`config.mk`:
```
export PLATFORM = sky130hd
export DESIGN_NAME = image_pixel_streamer
export DESIGN_NICKNAME = d
export VERILOG_FILES = /design/src/rtl/image_pixel_streamer.sv
export SDC_FILE = /design/constraint.sdc
export NUM_CORES = 1
export LEC_CHECK = 0
export ABC_AREA = 1
export BUFFER_PORTS_ARGS = -buffer_cell sky130_fd_sc_hd__buf_2
export CORE_MARGIN = 2
export CORE_UTILIZATION = 28
export DETAILED_ROUTE_END_ITERATION = 16
export PLACE_DENSITY = 0.47
export SLEW_MARGIN = 20
export SYNTH_ARGS = -nofsm -noshare
export SYNTH_HDL_FRONTEND = slang
export SYNTH_SLANG_ARGS = --single-unit
```
`constraint.sdc`:
```
create_clock -name clk -period 2 [get_ports clk]
set_input_delay 0.2 -clock clk [delete_from_list [all_inputs] [get_ports clk]]
set_output_delay 0.2 -clock clk [all_outputs]
set_load 0.02 [all_outputs]
```
`src/rtl/image_pixel_streamer.sv`:
```
// Frame buffer plus raster replayer: stores one IMG_WIDTH x IMG_HEIGHT frame and
// streams it one pixel per clock with row/frame markers and a completion pulse.
module image_pixel_streamer #(
  parameter int IMG_WIDTH  = 3,
  parameter int IMG_HEIGHT = 3,
  parameter int DATA_SIZE  = 8,
  localparam int NUM_PIX   = IMG_WIDTH * IMG_HEIGHT,
  localparam int AW        = (NUM_PIX > 1) ? $clog2(NUM_PIX) : 1
) (
  input  logic                 clk,
  input  logic                 rst,
  input  logic                 wr_en,
  input  logic [AW-1:0]        wr_addr,
  input  logic [DATA_SIZE-1:0] wr_data,
  input  logic                 start,
  output logic [DATA_SIZE-1:0] pixel_out,
  output logic                 pixel_valid,
  output logic                 eol,
  output logic                 eof,
  output logic                 busy,
  output logic                 frame_done
);

  localparam int CW = (IMG_WIDTH > 1) ? $clog2(IMG_WIDTH) : 1;
  localparam int RW = (IMG_HEIGHT > 1) ? $clog2(IMG_HEIGHT) : 1;
  localparam logic [CW-1:0] COL_LAST = CW'(IMG_WIDTH - 1);
  localparam logic [RW-1:0] ROW_LAST = RW'(IMG_HEIGHT - 1);

  typedef enum logic [1:0] {IDLE, STREAM, DONE} state_t;

  // Handshake: pixel_valid marks a pixel on pixel_out for exactly one cycle;
  // there is no ready, the consumer must take every valid pixel.
  state_t               state, state_n;
  logic [AW-1:0]        ptr, ptr_n;
  logic [CW-1:0]        col, col_n;
  logic [RW-1:0]        row, row_n;
  logic [DATA_SIZE-1:0] pix_n;
  logic                 valid_n, eol_n, eof_n, busy_n, done_n;
  logic                 wr_ok;

  logic [DATA_SIZE-1:0] pix_mem [NUM_PIX];

  assign wr_ok = wr_en && (state == IDLE) && !start && (32'(wr_addr) < 32'(NUM_PIX));

  // Buffer has no reset so a stored frame survives rst.
  always_ff @(posedge clk) begin
    if (wr_ok) pix_mem[wr_addr] <= wr_data;
  end

  always_comb begin
    state_n = state;
    ptr_n   = ptr;
    col_n   = col;
    row_n   = row;
    pix_n   = '0;
    valid_n = 1'b0;
    eol_n   = 1'b0;
    eof_n   = 1'b0;
    busy_n  = 1'b0;
    done_n  = 1'b0;
    case (state)
      IDLE: begin
        if (start) begin
          state_n = STREAM;
          pix_n   = pix_mem[0];
          valid_n = 1'b1;
          ptr_n   = AW'(1);
          col_n   = '0;
          row_n   = '0;
          eol_n   = (IMG_WIDTH == 1);
          eof_n   = (NUM_PIX == 1);
          busy_n  = 1'b1;
        end
      end
      STREAM: begin
        busy_n = 1'b1;
        // eof on the presented pixel means the frame has just been emitted.
        if (eof) begin
          state_n = DONE;
          done_n  = 1'b1;
          ptr_n   = '0;
          col_n   = '0;
          row_n   = '0;
        end else begin
          pix_n   = pix_mem[ptr];
          valid_n = 1'b1;
          ptr_n   = ptr + AW'(1);
          if (col == COL_LAST) begin
            col_n = '0;
            row_n = row + RW'(1);
          end else begin
            col_n = col + CW'(1);
          end
          eol_n = (col_n == COL_LAST);
          eof_n = (col_n == COL_LAST) && (row_n == ROW_LAST);
        end
      end
      DONE: state_n = IDLE;
      default: state_n = IDLE;
    endcase
  end

  always_ff @(posedge clk or posedge rst) begin
    if (rst) begin
      state       <= IDLE;
      ptr         <= '0;
      col         <= '0;
      row         <= '0;
      pixel_out   <= '0;
      pixel_valid <= 1'b0;
      eol         <= 1'b0;
      eof         <= 1'b0;
      busy        <= 1'b0;
      frame_done  <= 1'b0;
    end else begin
      state       <= state_n;
      ptr         <= ptr_n;
      col         <= col_n;
      row         <= row_n;
      pixel_out   <= pix_n;
      pixel_valid <= valid_n;
      eol         <= eol_n;
      eof         <= eof_n;
      busy        <= busy_n;
      frame_done  <= done_n;
    end
  end

endmodule
```
# Yosys cells after proc, flatten, opt, wreduce, memory -nomap -nowiden
# Memory sizes are Yosys's and may differ from the RTL's.
# Cells that the tools add are included.
[totals] output_inout_bits=13 ff_bits=23 mem_bits_ro=0 inputBits=16 ram_bits=72 latchBits=0 memories=1
[op_classes] n_reduce_logical=9 bitwise_logic=0 order_cmp=1 n_mul=0 eq_ne=6 mux=32 div=0 n_addsub=3 shifts=0
[memory_table] memory="pix_mem" depth=9 width=8 read_ports=2 rd_ports_with_merged_regs=0 write_ports=1 line_no="41" text="logic [DATA_SIZE-1:0] pix_mem [NUM_PIX];"
[ops] operator="$mux W2" count=11
[ops] operator="$mux W8" count=2
[ops] operator="$pmux W8 S2" count=1
[ops] operator="$pmux W2 S2" count=3
[ops] operator="$mux W1" count=10
[ops] operator="$mux W4" count=2
[ops] operator="$pmux W4 S2" count=1
[ops] operator="$eq A2 B2 Y1 const B" count=3
[ops] operator="$add A2 B1 Y2 const B" count=2
[ops] operator="$add A4 B1 Y4 const B" count=1
[ops] operator="$logic_and A1 B1 Y1" count=4
[ops] operator="$lt A4 B4 Y1 const B" count=1
[ops] operator="$ne A2 B2 Y1 const B" count=2
[ops] operator="$pmux W1 S2" count=2
[ops] operator="$reduce_and A2 Y1" count=2
[ops] operator="$eq A2 B1 Y1 const B" count=1
[ops] operator="$logic_not A2 Y1" count=1
[ops] operator="$reduce_bool A2 Y1" count=1
[ops] operator="$logic_not A1 Y1" count=1

# Logic depth before layout (Yosys ltp)
[logic_depth] depth_word=8 depth_mapped=9 depth_no_buf=7

# Worst setup path before layout
# Ideal clock, no wire load.
[synth_path] path_type="register to register" from="register state[0]" to="memory pix_mem[8][0], enable pin" required_ps=1605 path_slack_ps=164 stages_incl_launch_ff=4 path_buffers=0 setup_time_ps=395 period_less_slack_ps=1836 arrival_ps=1442 path_cell_list="dfrtp_1 nor2_1 nand3_1 nor4_1"
[synth_via] elab_chain_cells=6
[synth_rtl] item="from (decl)" line_no="33" text="state_t state, state_n;"
[synth_rtl] item="from (signal assigned)" line_no="116" text="state <= state_n;"
[synth_rtl] item="$logic_not A2 Y1" line_no="43" text="assign wr_ok = wr_en && (state == IDLE) && !start && (32'(wr_addr) < 32'(NUM_PIX));"
[synth_rtl] item="$logic_and A1 B1 Y1 (3 in series)" line_no="43"
[synth_rtl] item="$mux W1" line_no="47" text="if (wr_ok) pix_mem[wr_addr] <= wr_data;"
[synth_rtl] item="$mux W1 (not written as such)" line_no="47"
[synth_rtl] item="to (decl)" line_no="41"
# No other way between the ends.

# Final worst setup path
[layout_path] from="register state[0]" to="memory pix_mem[7][7], enable pin"
# The elaborated chain is that of the path after synthesis.

==> summary.md <==
| Metric | Value |
|---|---|
| R2R Path End | `pix_mem[7][7]` |
| Die ar. | `14710 sq um` |
| Clock sinks | `95` |
| CP max stage cell | `dfrtp_1` |
| Die X | `121.3 um` |
| WP data required | `2.05 ns` |
| Leakage Power | `1.814 nW` |
| Initial antenna violation count | `0` |
| Clk pwr share | `30.4%` |
| Top cell type's share of synthesized area | `56.14%` |
| First-pass GRT wire length | `13570 um` |
| Iteration-0 DRC Markers | `264` |
| Critical Path End Type | `flip-flop` |
| CTS Buf Count | `9` |
| Hold crit path type | `input pin to asynchronous set/reset pin` |
| Unrepaired setup endpoints after global routing | `false` |
| Slew Limit Fails | `0` |
| FP Rows | `42` |
| Crit Path Class | `flip-flop to flip-flop` |
| H-tree Lvls | `3` |
| Global Route Usage Sum | `12.76%` |
| WL final | `8752 um` |
| Max Cap Viol | `0` |
| Worst path most repeated cell | `nand3_1` |
| Fin Setup TNS | `0 ns` |
| Post-DP HPWL | `5981 um` |
| Synth warn | `0` |
| Placed inst area | `4192 sq um` |
| CTS tree | `done` |
| Fmax | `613.2 MHz` |
| Share of cells above drive strength 1 | `16.36%` |
| Seq/Total Area, Yosys | `71.09%` |
| Sw Ratio | `35.24%` |
| Clock latency on the worst-skew pair | `0.34 ns` |
| EDFF count, synth | `72` |
| Synth area leaders | `edfxtp_1, dfrtp_1, nand2_1` |
| WP data arrival | `1.68 ns` |
| Postcts setup bufs | `0` |
| Power per cell area | `1415 nW/um^2` |
| Async SR Flop Fraction | `24.21%` |
| DR DRC count | `0` |
| Placer Congestion | `0.7738` |
| Post-Syn Instances | `337` |
| Worst-path clk slew | `0.07 ns` |
| Largest net degree at the start of global routing | `36` |
| Die H | `121.3 um` |
| Status | `finished clean` |
| # IOs | `29` |
| Routed Antenna Nets | `0` |
| Post-CTS resize count | `0` |
| Core ar. | `13350 sq um` |
| Slew headroom | `40.49%` |
| IO buf count | `28` |
| Total gr overflow | `0` |
| Synth Flop Type | `edfxtp_1` |
| Netlist cell types | `24` |
| Antenna diodes | `0` |
| Synth area leader | `edfxtp_1` |
| P&R area growth vs syn | `17.77%` |
| Worst path buffer plus inverter count | `2` |
| 1st-pass router iterations | `4` |
| Crit share post-route | `81.53%` |
| Via/cell ratio | `4.429` |
| Synth Cell Area | `3851 sq um` |
| Final hold violations | `0` |
| Worst Clk Skew | `0.01161 ns` |
| Crit-path max cell delay | `0.38 ns` |
| PnR worst setup slack | `0.3693 ns` |
| # nets final | `391` |
| Logic pwr share | `30.7%` |
| Yosys reg bits | `95` |
| Seq pwr share | `38.9%` |
| Worst-case reg-to-reg path depth | `6` |
| R2r setup slk | `0.37 ns` |
| Critical Path Start Type | `flip-flop` |
| Post-route minimum period | `1.631 ns` |
| Crit path max fanout | `8` |
| Net count after synthesis | `354` |
| # hold bufs at CTS | `0` |
| Final instance area | `4536 sq um` |
| Vias in the first global route | `2451` |
| Critical path's top delay family | `simple AND/OR/NAND/NOR gates` |
| Dpl ws | `0.3961 ns` |
| Longest Clk Path Bufs | `2` |
| Wire length per cell | `15.77 um` |
| Initial core utilization | `28.85%` |
| Crit path cell chain | `nor2_1 -> nand3_1 -> inv_1 -> nand3_1 -> nor3_1 -> buf_4` |
| Average size of a mapped cell | `11.43 sq um` |
| Root buffer cell | `clkbuf_16` |
| Via count | `2458` |
| Worst hold margin | `0.04156 ns` |
| Worst-Margin Slew | `0.8917 ns` |
| Worst-case vdd ir drop | `465.2 uV` |
| Int Pwr | `4.157 mW` |
| Final setup vio count | `0` |
| Sw power | `2.262 mW` |
| Worst flop-to-flop path startpoint | `state[0]` |
cell usage after synthesis, types with 2 or more instances:
| cell | count |
|---|---|
| o21ai_0 | 4 |
| a21oi_1 | 5 |
| nand2_1 | 97 |
| buf_6 | 5 |
| buf_2 | 3 |
| dfrtp_1 | 23 |
| nor3_2 | 2 |
| nor3_1 | 5 |
| buf_4 | 5 |
| edfxtp_1 | 72 |
| nor2_1 | 30 |
| inv_1 | 15 |
| nand3_1 | 60 |
layout by cell type, fill, tap and decap left out, drive strengths merged:
master,n
a21oi,5
clkbuf,10
inv,20
nand3,60
clkinv,1
nor4,1
edfxtp,72
ha,1
dfrtp,23
nor3,7
clkinvlp,1
xor2,1
o21ai,4
o31ai,1
nand2,99
bufinv,3
nor2,30
nand4,1
buf,39
through the flow:
step / total power, mW / std cells / utilization [%]
finish: 6.419 / 555 / 33.98
CTS: 6.488 / 555 / 33.98
floorplan: 4.055 / 337 / -
global placement: 4.521 / 539 / 31.40
global route: 6.814 / 555 / 33.98
detailed placement: 4.531 / 539 / 31.40
power by group through the flow:
| stage | combinational (mW) | clock, mW | sequential, mW |
|---|---|---|---|
| floorplan | 1.45 | 0 | 2.60 |
| global placement | 1.98 | 0 | 2.54 |
| detailed placement | 1.99 | 0 | 2.54 |
| CTS | 2.00 | 1.99 | 2.50 |
| global route | 2.22 | 2.07 | 2.52 |
| finish | 1.97 | 1.95 | 2.50 |
worst max-delay path by stage:
| stage | from | to | slack, ns | cells past startpoint |
|---|---|---|---|---|
| after floorplan | state[0] | pix_mem[8][0] | 0.16 | 3 |
| after global placement | state[0] | pix_mem[7][1] | 0.40 | 6 |
| after detailed placement | state[0] | pix_mem[7][6] | 0.40 | 6 |
| after CTS | state[0] | pix_mem[7][6] | 0.38 | 6 |
| after global routing | state[1] | pix_mem[3][7] | 0.25 | 6 |
| final | state[0] | pix_mem[7][7] | 0.37 | 6 |
area by class of cell:
type / count / area [sq um]
clock buffers: 10 / 229.0
clock inverters: 6 / 115.1
fillers: 1373 / 8812
inverters: 19 / 78.83
multi-input cells: 210 / 932.1
flip-flops and latches: 95 / 2738
well taps: 176 / 220.2
repair buffers: 39 / 222.7
logic make-up after synthesis:
logic type,count (synthesis),share of synthesized area (%)
buf+inv,32,4.873
fa+ha+maj,1,0.3248
xor+xnor,1,0.2275
compound gates,10,1.365
flops,95,71.08
simple gates,198,22.13
flip-flops by register name, summed over array words and instances, names as in the netlist:
signal       count
pix_mem         72
pixel_out        8
ptr              4
col              2
row              2
state            2
busy             1
eof              1
eol              1
frame_done       1
pixel_valid      1
metal layers:
metal	share of wire (%)	routed length [um]	global-route usage (%)
met5	0	0	0
met4	2.2	196	6.106
met3	4.7	407	3.289
met2	43	3759	18.01
met1	50	4388	18.15
worst register-to-register path, stage by stage (launching register included):
cell,delay (ns)
dfrtp_1,0.38
nor2_1,0.18
nand3_1,0.18
inv_1,0.12
nand3_1,0.13
nor3_1,0.16
buf_4,0.20
Note: power is estimated with default switching activity, not from simulation.
